## config.mk

```make
export PLATFORM = sky130hd
export DESIGN_NAME = pc11_regs
export DESIGN_NICKNAME = d
export VERILOG_FILES = /design/src/rtl/pc11_regs.sv
export SDC_FILE = /design/constraint.sdc
export NUM_CORES = 1
export LEC_CHECK = 0
export CAP_MARGIN = 30
export CELL_PAD_IN_SITES_DETAIL_PLACEMENT = 0
export CELL_PAD_IN_SITES_GLOBAL_PLACEMENT = 1
export CORE_MARGIN = 10
export CORE_UTILIZATION = 29
export DETAILED_ROUTE_END_ITERATION = 16
export PLACE_DENSITY_LB_ADDON = 0.05
export SLEW_MARGIN = 25
export SYNTH_ARGS = -nofsm -noshare
export SYNTH_HDL_FRONTEND = slang
export SYNTH_SLANG_ARGS = --single-unit
```

## constraint.sdc

```tcl
create_clock -name i_clk -period 4.8 [get_ports i_clk]
set_input_delay 0.96 -clock i_clk [delete_from_list [all_inputs] [get_ports i_clk]]
set_output_delay 0.96 -clock i_clk [all_outputs]
set_load 0.01 [all_outputs]
```

## src/rtl/pc11_regs.sv

```systemverilog
// PC11 paper-tape reader/punch register block (PRS/PRB/PPS/PPB) bridging the I/O page to the SD tape emulator.
// Optional macro PC11_IRQ_EN enables the IE bits and the reader/punch interrupt requests.
module pc11_regs #(
    parameter logic [15:0] BASE_ADDR = 16'o177550
) (
    input  logic        i_clk,
    input  logic        i_reset,
    input  logic        i_bus_sel,
    input  logic        i_bus_we,
    input  logic [15:0] i_bus_addr,
    input  logic [15:0] i_bus_wdata,
    output logic [15:0] o_bus_rdata,
    output logic        o_bus_hit,
    output logic        o_tape_read,
    output logic        o_tape_punch,
    output logic        o_tape_clear_done,
    output logic        o_tape_flush,
    output logic [7:0]  o_tape_punch_data,
    input  logic        i_tape_read_busy,
    input  logic        i_tape_read_done,
    input  logic        i_tape_punch_ready,
    input  logic [7:0]  i_tape_read_data,
    input  logic [3:0]  i_sd_error,
    output logic        o_rdr_irq,
    output logic        o_pun_irq,
    input  logic        i_rdr_iack,
    input  logic        i_pun_iack
);

    typedef enum logic [1:0] {R_IDLE, R_ISSUE, R_WAIT} rdr_state_t;
    typedef enum logic [1:0] {P_IDLE, P_ISSUE, P_ACK, P_DRAIN} pun_state_t;

    rdr_state_t rdr_state, rdr_next;
    pun_state_t pun_state, pun_next;

    logic       err, addr_match, wr, rd;
    logic       wr_prs, wr_pps, wr_ppb, rd_prb;
    logic       done, done_next, busy, rdy;
    logic [7:0] prb, prb_next;
    logic       read_done_d, read_rise, clear_pend;
    logic       read_req, punch_req, punch_grant, flush_op;
    logic       rdr_ie, pun_ie;
    logic [15:0] read_mux;
    logic       unused_bits;

    assign err        = (i_sd_error != 4'd0);
    assign addr_match = (i_bus_addr[15:3] == BASE_ADDR[15:3]);
    assign wr         = i_bus_sel & addr_match & i_bus_we;
    assign rd         = i_bus_sel & addr_match & ~i_bus_we;
    assign wr_prs     = wr & (i_bus_addr[2:1] == 2'd0);
    assign wr_pps     = wr & (i_bus_addr[2:1] == 2'd2);
    assign wr_ppb     = wr & (i_bus_addr[2:1] == 2'd3);
    assign rd_prb     = rd & (i_bus_addr[2:1] == 2'd1);
    assign busy       = (rdr_state != R_IDLE);
    assign rdy        = (pun_state == P_IDLE);
    assign read_rise  = i_tape_read_done & ~read_done_d;

    // Reader next-state; a DONE set later in the case overrides a same-cycle PRB read clear.
    always_comb begin
        rdr_next  = rdr_state;
        done_next = done;
        prb_next  = prb;
        read_req  = 1'b0;
        if (rd_prb)
            done_next = 1'b0;
        case (rdr_state)
            R_IDLE: begin
                if (wr_prs && i_bus_wdata[0]) begin
                    done_next = 1'b0;
                    rdr_next  = R_ISSUE;
                end
            end
            R_ISSUE: begin
                if (err) begin
                    done_next = 1'b1;
                    rdr_next  = R_IDLE;
                end else if (!i_tape_read_busy) begin
                    read_req = 1'b1;
                    if (!clear_pend)
                        rdr_next = R_WAIT;
                end
            end
            R_WAIT: begin
                if (err) begin
                    done_next = 1'b1;
                    rdr_next  = R_IDLE;
                end else if (read_rise) begin
                    prb_next  = i_tape_read_data;
                    done_next = 1'b1;
                    rdr_next  = R_IDLE;
                end
            end
            default: rdr_next = R_IDLE;
        endcase
    end

    // Punch next-state; a punch/flush request yields to the reader and to clear_done.
    always_comb begin
        pun_next  = pun_state;
        punch_req = 1'b0;
        case (pun_state)
            P_IDLE: begin
                if (wr_ppb || (wr_pps && i_bus_wdata[0]))
                    pun_next = P_ISSUE;
            end
            P_ISSUE: begin
                if (err)
                    pun_next = P_IDLE;
                else if (i_tape_punch_ready) begin
                    punch_req = 1'b1;
                    if (!read_req && !clear_pend)
                        pun_next = P_ACK;
                end
            end
            P_ACK: begin
                if (err)
                    pun_next = P_IDLE;
                else if (!i_tape_punch_ready)
                    pun_next = P_DRAIN;
            end
            P_DRAIN: begin
                if (err || i_tape_punch_ready)
                    pun_next = P_IDLE;
            end
            default: pun_next = P_IDLE;
        endcase
    end

    assign punch_grant       = punch_req & ~read_req & ~clear_pend;
    assign o_tape_clear_done = clear_pend & ~i_reset;
    assign o_tape_read       = read_req & ~clear_pend & ~i_reset;
    assign o_tape_punch      = punch_grant & ~flush_op & ~i_reset;
    assign o_tape_flush      = punch_grant & flush_op & ~i_reset;

    always_comb begin
        case (i_bus_addr[2:1])
            2'd0:    read_mux = {err, 3'b000, busy, 3'b000, done, rdr_ie, 6'b000000};
            2'd1:    read_mux = {8'h00, prb};
            2'd2:    read_mux = {err, 7'b0000000, rdy, pun_ie, 6'b000000};
            default: read_mux = 16'h0000;
        endcase
    end

    always_ff @(posedge i_clk) begin
        if (i_reset) begin
            rdr_state         <= R_IDLE;
            pun_state         <= P_IDLE;
            done              <= 1'b0;
            prb               <= 8'h00;
            read_done_d       <= 1'b0;
            clear_pend        <= 1'b0;
            flush_op          <= 1'b0;
            o_tape_punch_data <= 8'h00;
            o_bus_rdata       <= 16'h0000;
            o_bus_hit         <= 1'b0;
        end else begin
            rdr_state   <= rdr_next;
            pun_state   <= pun_next;
            done        <= done_next;
            prb         <= prb_next;
            read_done_d <= i_tape_read_done;
            clear_pend  <= rd_prb;
            if (pun_state == P_IDLE && wr_ppb) begin
                o_tape_punch_data <= i_bus_wdata[7:0];
                flush_op          <= 1'b0;
            end else if (pun_state == P_IDLE && wr_pps && i_bus_wdata[0]) begin
                flush_op <= 1'b1;
            end
            if (i_bus_sel) begin
                o_bus_hit   <= addr_match;
                o_bus_rdata <= (addr_match && !i_bus_we) ? read_mux : 16'h0000;
            end
        end
    end

`ifdef PC11_IRQ_EN
    logic rdr_ie_next, pun_ie_next, rdy_next, rdr_pend, pun_pend;

    assign rdr_ie_next = wr_prs ? i_bus_wdata[6] : rdr_ie;
    assign pun_ie_next = wr_pps ? i_bus_wdata[6] : pun_ie;
    assign rdy_next    = (pun_next == P_IDLE);

    // Pending sets on a rising (IE & flag) product; set takes priority over a same-cycle iack.
    always_ff @(posedge i_clk) begin
        if (i_reset) begin
            rdr_ie   <= 1'b0;
            pun_ie   <= 1'b0;
            rdr_pend <= 1'b0;
            pun_pend <= 1'b0;
        end else begin
            rdr_ie <= rdr_ie_next;
            pun_ie <= pun_ie_next;
            if (rdr_ie_next && done_next && !(rdr_ie && done))
                rdr_pend <= 1'b1;
            else if (i_rdr_iack || !rdr_ie_next)
                rdr_pend <= 1'b0;
            if (pun_ie_next && rdy_next && !(pun_ie && rdy))
                pun_pend <= 1'b1;
            else if (i_pun_iack || !pun_ie_next)
                pun_pend <= 1'b0;
        end
    end

    assign o_rdr_irq   = rdr_pend;
    assign o_pun_irq   = pun_pend;
    assign unused_bits = &{1'b0, i_bus_wdata[15:8], i_bus_addr[0]};
`else
    assign rdr_ie      = 1'b0;
    assign pun_ie      = 1'b0;
    assign o_rdr_irq   = 1'b0;
    assign o_pun_irq   = 1'b0;
    assign unused_bits = &{1'b0, i_bus_wdata[15:8], i_bus_addr[0], i_rdr_iack, i_pun_iack};
`endif

endmodule

```

### Word-level counts from Yosys, hierarchy flattened

Index checks and enable logic that the tools add are counted.

| word-level totals | value |
|---|---|
| bits in registers | 41 |
| input bits | 53 |
| output and inout port bits | 31 |
| logic and storage cells | 102 |

| cells by class | value |
|---|---|
| equal/unequal tests | 18 |
| mux-type cells | 29 |
| bitwise logic cells | 24 |
| reduce and logical (&&, ||, !) cells | 21 |

Operators with widths:

| cell | number |
|---|---|
| 16-bit case mux with 3 select lines | 1 |
| 2-bit two-way mux | 13 |
| 3-bit != test (second input constant) | 6 |
| 1-bit bitwise AND | 17 |
| 16-bit two-way mux | 1 |
| 13-bit == test (second input constant) | 1 |
| 1-bit two-way mux | 11 |
| 2-bit == test (second input constant) | 5 |
| 2-bit case mux with 4 select lines | 1 |
| 1-bit logical AND | 7 |
| 1-bit NOT | 7 |
| 2-bit by 1-bit == test with 1-bit output (second input constant) | 3 |
| 2-bit logical NOT | 3 |
| 2-bit case mux with 3 select lines | 1 |
| 5-bit AND reduction | 1 |
| 2-bit != test (second input constant) | 2 |
| 4-bit AND reduction | 1 |
| 4-bit nonzero test | 1 |
| 1-bit logical NOT | 3 |
| 1-bit case mux with 3 select lines | 1 |
| 3-bit AND reduction | 1 |
| 1-bit logical OR | 2 |
| 2-bit by 1-bit != test with 1-bit output (second input constant) | 1 |
| 2-bit nonzero test | 1 |
| 2-bit OR reduction | 1 |

### Depth between registers and ports, before layout

| logic depth | value |
|---|---|
| depth in word-level cells | 9 |
| depth in mapped cells | 7 |

### Least setup slack after synthesis

Ideal clock, no wire load.

| path | value |
|---|---|
| path kind | input to output |
| start point | input i_sd_error[1] |
| end point | output o_tape_read |
| data arrival time | 2.104 ns |
| required time | 3.840 ns |
| slack | 1.736 ns |
| cell stages on the path | 3 |
| path through | or4_1 > clkbuf_1 > nor4b_1 |

| between the ends | value |
|---|---|
| word-level cells in the longest chain between the ends | 5 |

Ends and longest elaborated chain:

| item | line | source |
|---|---|---|
| start: declaration | 23 | `input logic [3:0] i_sd_error,` |
| 4-bit nonzero test | 46 | `assign err = (i_sd_error != 4'd0);` |
| 1-bit two-way mux | 74 | `if (err) begin` |
| 1-bit two-way mux | 66 | `case (rdr_state)` |
| 1-bit bitwise AND (2 in series) | 131 | `assign o_tape_read = read_req & ~clear_pend & ~i_reset;` |
| end: declaration | 14 | `output logic o_tape_read,` |

No other way between the ends.

### Worst setup path after layout

Ends and elaborated chain as after synthesis.

==> run summary <==
The total of hold buffers inserted after clock tree synthesis came out at 0. The number of cells in the finished layout apart from fillers is 309. The top-level I/O count is 84. By area, the combinational part of the netlist is dominated by simple AND/OR/NAND/NOR gates. In this run, the clock network consumes 43.0% of the power. The worst stage delay on the critical path came out at 0.71 ns. Sequential cells were found to cover 44.5% of the synthesized design area. The total clock buffers created by CTS came out at 5. The slew at the pin with the worst max-slew slack came out at 0.741 ns. The number of global-route vias before repair came out at ~1500.

The clock tree skew after final layout came out at between 0.007 and 0.008 ns. The predominant post-synthesis flop cell is dfxtp_1. The cell family contributing the most delay on the critical path is simple AND/OR/NAND/NOR gates. The synthesized instance count came out at 174. The detailed-routing wirelength on met1 came out at between 2000 and 2500 µm. Adding up every negative setup slack in the final design gives 0 ns. The adder-cell share of the synthesized area came out at under 10%. The wire length on met3 is 379 µm. The final core utilization is between 40 and 50%. The core area is 5170 µm². The power after layout is 0.604 mW. In this run, the combinational gates consume just under 9% of the power. After detailed routing, the average wire length per cell comes to 15.4 µm.

The top cell type's share of synthesized area came out at approximately 45%. The total buffers and inverters traversed by the critical path is 2. After global routing the overflow that remains totals 0. The final net count is ~300.

Ranked by instance count, the synthesized netlist is headed by dfxtp_1 (35), nor2_1 (20), a21oi_1 (15). The largest fanout on the critical path is 6. Net switching is 21.0% of the power. The number of instances resized during post-cts repair came out at 0. Traced cell by cell, the critical path runs through clkdlybuf4s50_1 > or4_1 > nor4b_1 > clkdlybuf4s50_1. The floorplan step set the die width to ~94 µm.

The site row count is 26. The synthesized area divided by synthesized cell count is slightly above 9 µm². The top cell type by total area after synthesis is dfxtp_1.

After clock tree synthesis, the clock-pin slew on the worst setup and hold paths is 0.07 ns. The estimated wirelength of the detail-placed design is 3720 µm. The count of flip-flops with a built-in enable after synthesis came out at 0. The total number of cells along the worst setup path came out at 4. Sorting the synthesized cells by area gives the leading types as dfxtp_1 (45%), mux2i_1 (6.4%), a21oi_1 (4.8%). The maximum number of buffers from clock root to sink is 2. The flow ran to the end, and the final reports show no timing, DRC or antenna violations. The number of max-capacitance violations reported is 0. The initial core utilization is between 30% and 40%.

By instance count, the cell type seen most on the critical path is clkdlybuf4s50_1. The first-pass GRT wire length is 7850 µm. The final count of negative-setup-slack endpoints came out at 0.

The type of the worst min-delay path is reg -> reg. The net switching power came out at 0.127 mW. The cell-internal power is 0.478 mW. After Yosys synthesis, and, or, nand and nor cells account for 21.0% of the synthesized area. At the later pin of the worst-skew pair, clock insertion delay measures 0.28 ns. The critical path is of the in -> out type. The share of total power dissipated in sequential elements is 48.1%. The number of fill cells came out at roughly 530. The share of synthesized registers carrying an async set or reset came out at 0%. The mapped netlist covers between 1500 and 2000 µm².

The multiplexer share of the synthesized area is ~6.4%. The slack of the worst reg-to-reg path came out at between 3 and 4 ns. Measured against its own limit, the worst slew margin works out to ~50%. For the worst flop-to-flop path, the logic depth is 6. The iteration-0 DRC count of the detailed router is 63. In this run the clock root is driven by a clkbuf_8. After clock tree synthesis, the setup repair step added 0 buffers. The sum of met2 wire segment lengths after detailed routing is 2340 µm.

Across all layers, the routed design uses roughly 1400 vias. The detailed router used layers up to and including met4. The die height is roughly 94 µm. From synthesis to final layout, the design area changed by 48.2%. The number of H-tree branching levels is 2. The number of iterations in the first detailed-routing pass is 4.

The peak supply drop came out at 0.126 mV. The number of hold violations in the final report is 0. The number of antenna violations at the first check in global routing was 0. The number of antenna diodes in the final layout is 0.

The number of buffers added on ports came out at 64. The detailed-route wire length came out at approximately 4800 µm. The worst setup path is captured at an output port. The pin count of the biggest net entering global routing is 20. Setup repair after global routing left no endpoint under its margin.

On the critical path, the stage with the largest delay is an instance of or4_1. The maximum clock frequency is 0.248 GHz. The worst setup path is launched from a primary input.

The total global-route track usage came out at between 10 and 15%. The number of synthesized register bits is 35. The endpoint arrival time on the critical path is between 3 and 4 ns. The time the worst path needs with I/O delays and setup is about 4.0 ns.

The netlist uses 37 different library cells. The power per unit of standard cell area came out at 259 nW/µm². The fraction of synthesized cell area in xor and xnor cells is 0%. The cell total after placement came out at 301. The worst hold path passes through 2 cells. The count of antenna-violating nets left after detailed routing came out at 0. TritonCTS built the clock tree.

After detailed routing, the number of remaining DRC violations is 0. The static power due to leakage came out at a little over 0.8 nW. The tree built by TritonCTS fans out to 35 sinks.

The fraction of layout instances using a drive strength above 1 is 5.86%. Yosys instantiated no cell more often than dfxtp_1. The share of the cycle needed by the critical path after routing is between 80% and 90%. The full die area came out at ~8800 µm². For this run, the number of Yosys warnings is 0. The number of pins exceeding their max-slew limit in the final report is 0. For the worst setup path, the data required time is 3.84 ns. The per-cell via count in the routed design is ~4.7. The complex-gate fraction of the synthesized area is 15.9%. The congestion estimate from routability-driven global placement came to 0.744.
[power by group through the flow]
stage / sequential (mW) / combinational (mW) / clock, mW
final: 0.291 / 0.0536 / 0.260
after global routing: 0.291 / 0.0582 / 0.282
after CTS: 0.291 / 0.0536 / 0.270
after detailed placement: 0.298 / 0.0532 / 0
after global placement: 0.298 / 0.0523 / 0
after floorplan: 0.298 / 0.0195 / 0
[final cells by class]
class | count | area [µm²] | area share [%]
tap | 70 | 87.6 | 3.76
multi-input combinational | 125 | 761 | 32.6
sequential | 35 | 701 | 30.0
clock buffer | 5 | 68.8 | 2.95
timing repair buffer | 65 | 648 | 27.8
inverter | 6 | 22.5 | 0.966
clock inverter | 3 | 43.8 | 1.88
[metrics by stage]
stage               instance area [µm²]  worst slack (ns)  hold slack [ns]
finish                             2330             0.765            0.455
global route                       2330             0.663            0.473
CTS                                2330             0.781            0.459
detailed placement                 2220             0.793            0.448
global placement                   2220             0.834            0.440
floorplan                          1600              1.74            0.442
[layout by cell type (no fill, tap or decap), types with 2 or more instances in the layout]
master,count
nor2_1,20
nand2_1,13
o21ai_0,6
a21oi_1,15
clkbuf_8,5
dfxtp_1,35
nand4b_1,2
a22oi_1,2
mux2i_1,10
inv_1,6
ha_1,4
clkdlybuf4s50_1,64
conb_1,8
nor4_1,2
nor3_1,4
nand3_1,9
a211oi_1,3
nor2b_1,3
a22o_1,7
[state kept, by name, summed over array words and instances (netlist names)]
name / cells
prb: 8
clear_pend: 1
rdr_state: 2
pun_state: 2
done: 1
o_tape_punch_data: 8
read_done_d: 1
o_bus_hit: 1
o_bus_rdata: 10
flush_op: 1
[logic make-up after synthesis]
logic type	Yosys count
DFF	35
buffers and inverters	21
adders and majority gates	4
AOI/OAI and AO/OA	39
other	1
muxes	10
and+or+nand+nor	64
[per-layer routing]
metal / vias to the layer above / global-route usage, %
met2: 42 / 19.0
met5: - / 0
met4: 0 / 3.42
met1: 667 / 12.4
li1: 730 / -
met3: 2 / 4.48
[worst paths after layout]
kind                                           start                    to
worst min register to register  o_tape_punch_data[5]  o_tape_punch_data[5]
worst max register to register          rdr_state[1]          pun_state[1]
worst max-delay path                   i_sd_error[1]           o_tape_read
worst min-delay path            o_tape_punch_data[5]  o_tape_punch_data[5]
[tightest hold or removal path: cells and delay by family (launching register included)]
kind | cells | cell delay (ns)
flip-flops | 1 | 0.31
AND/OR/NAND/NOR | 1 | 0.05
AO/OA/AOI/OAI | 1 | 0.05
Note: power is estimated with default switching activity, not from simulation.
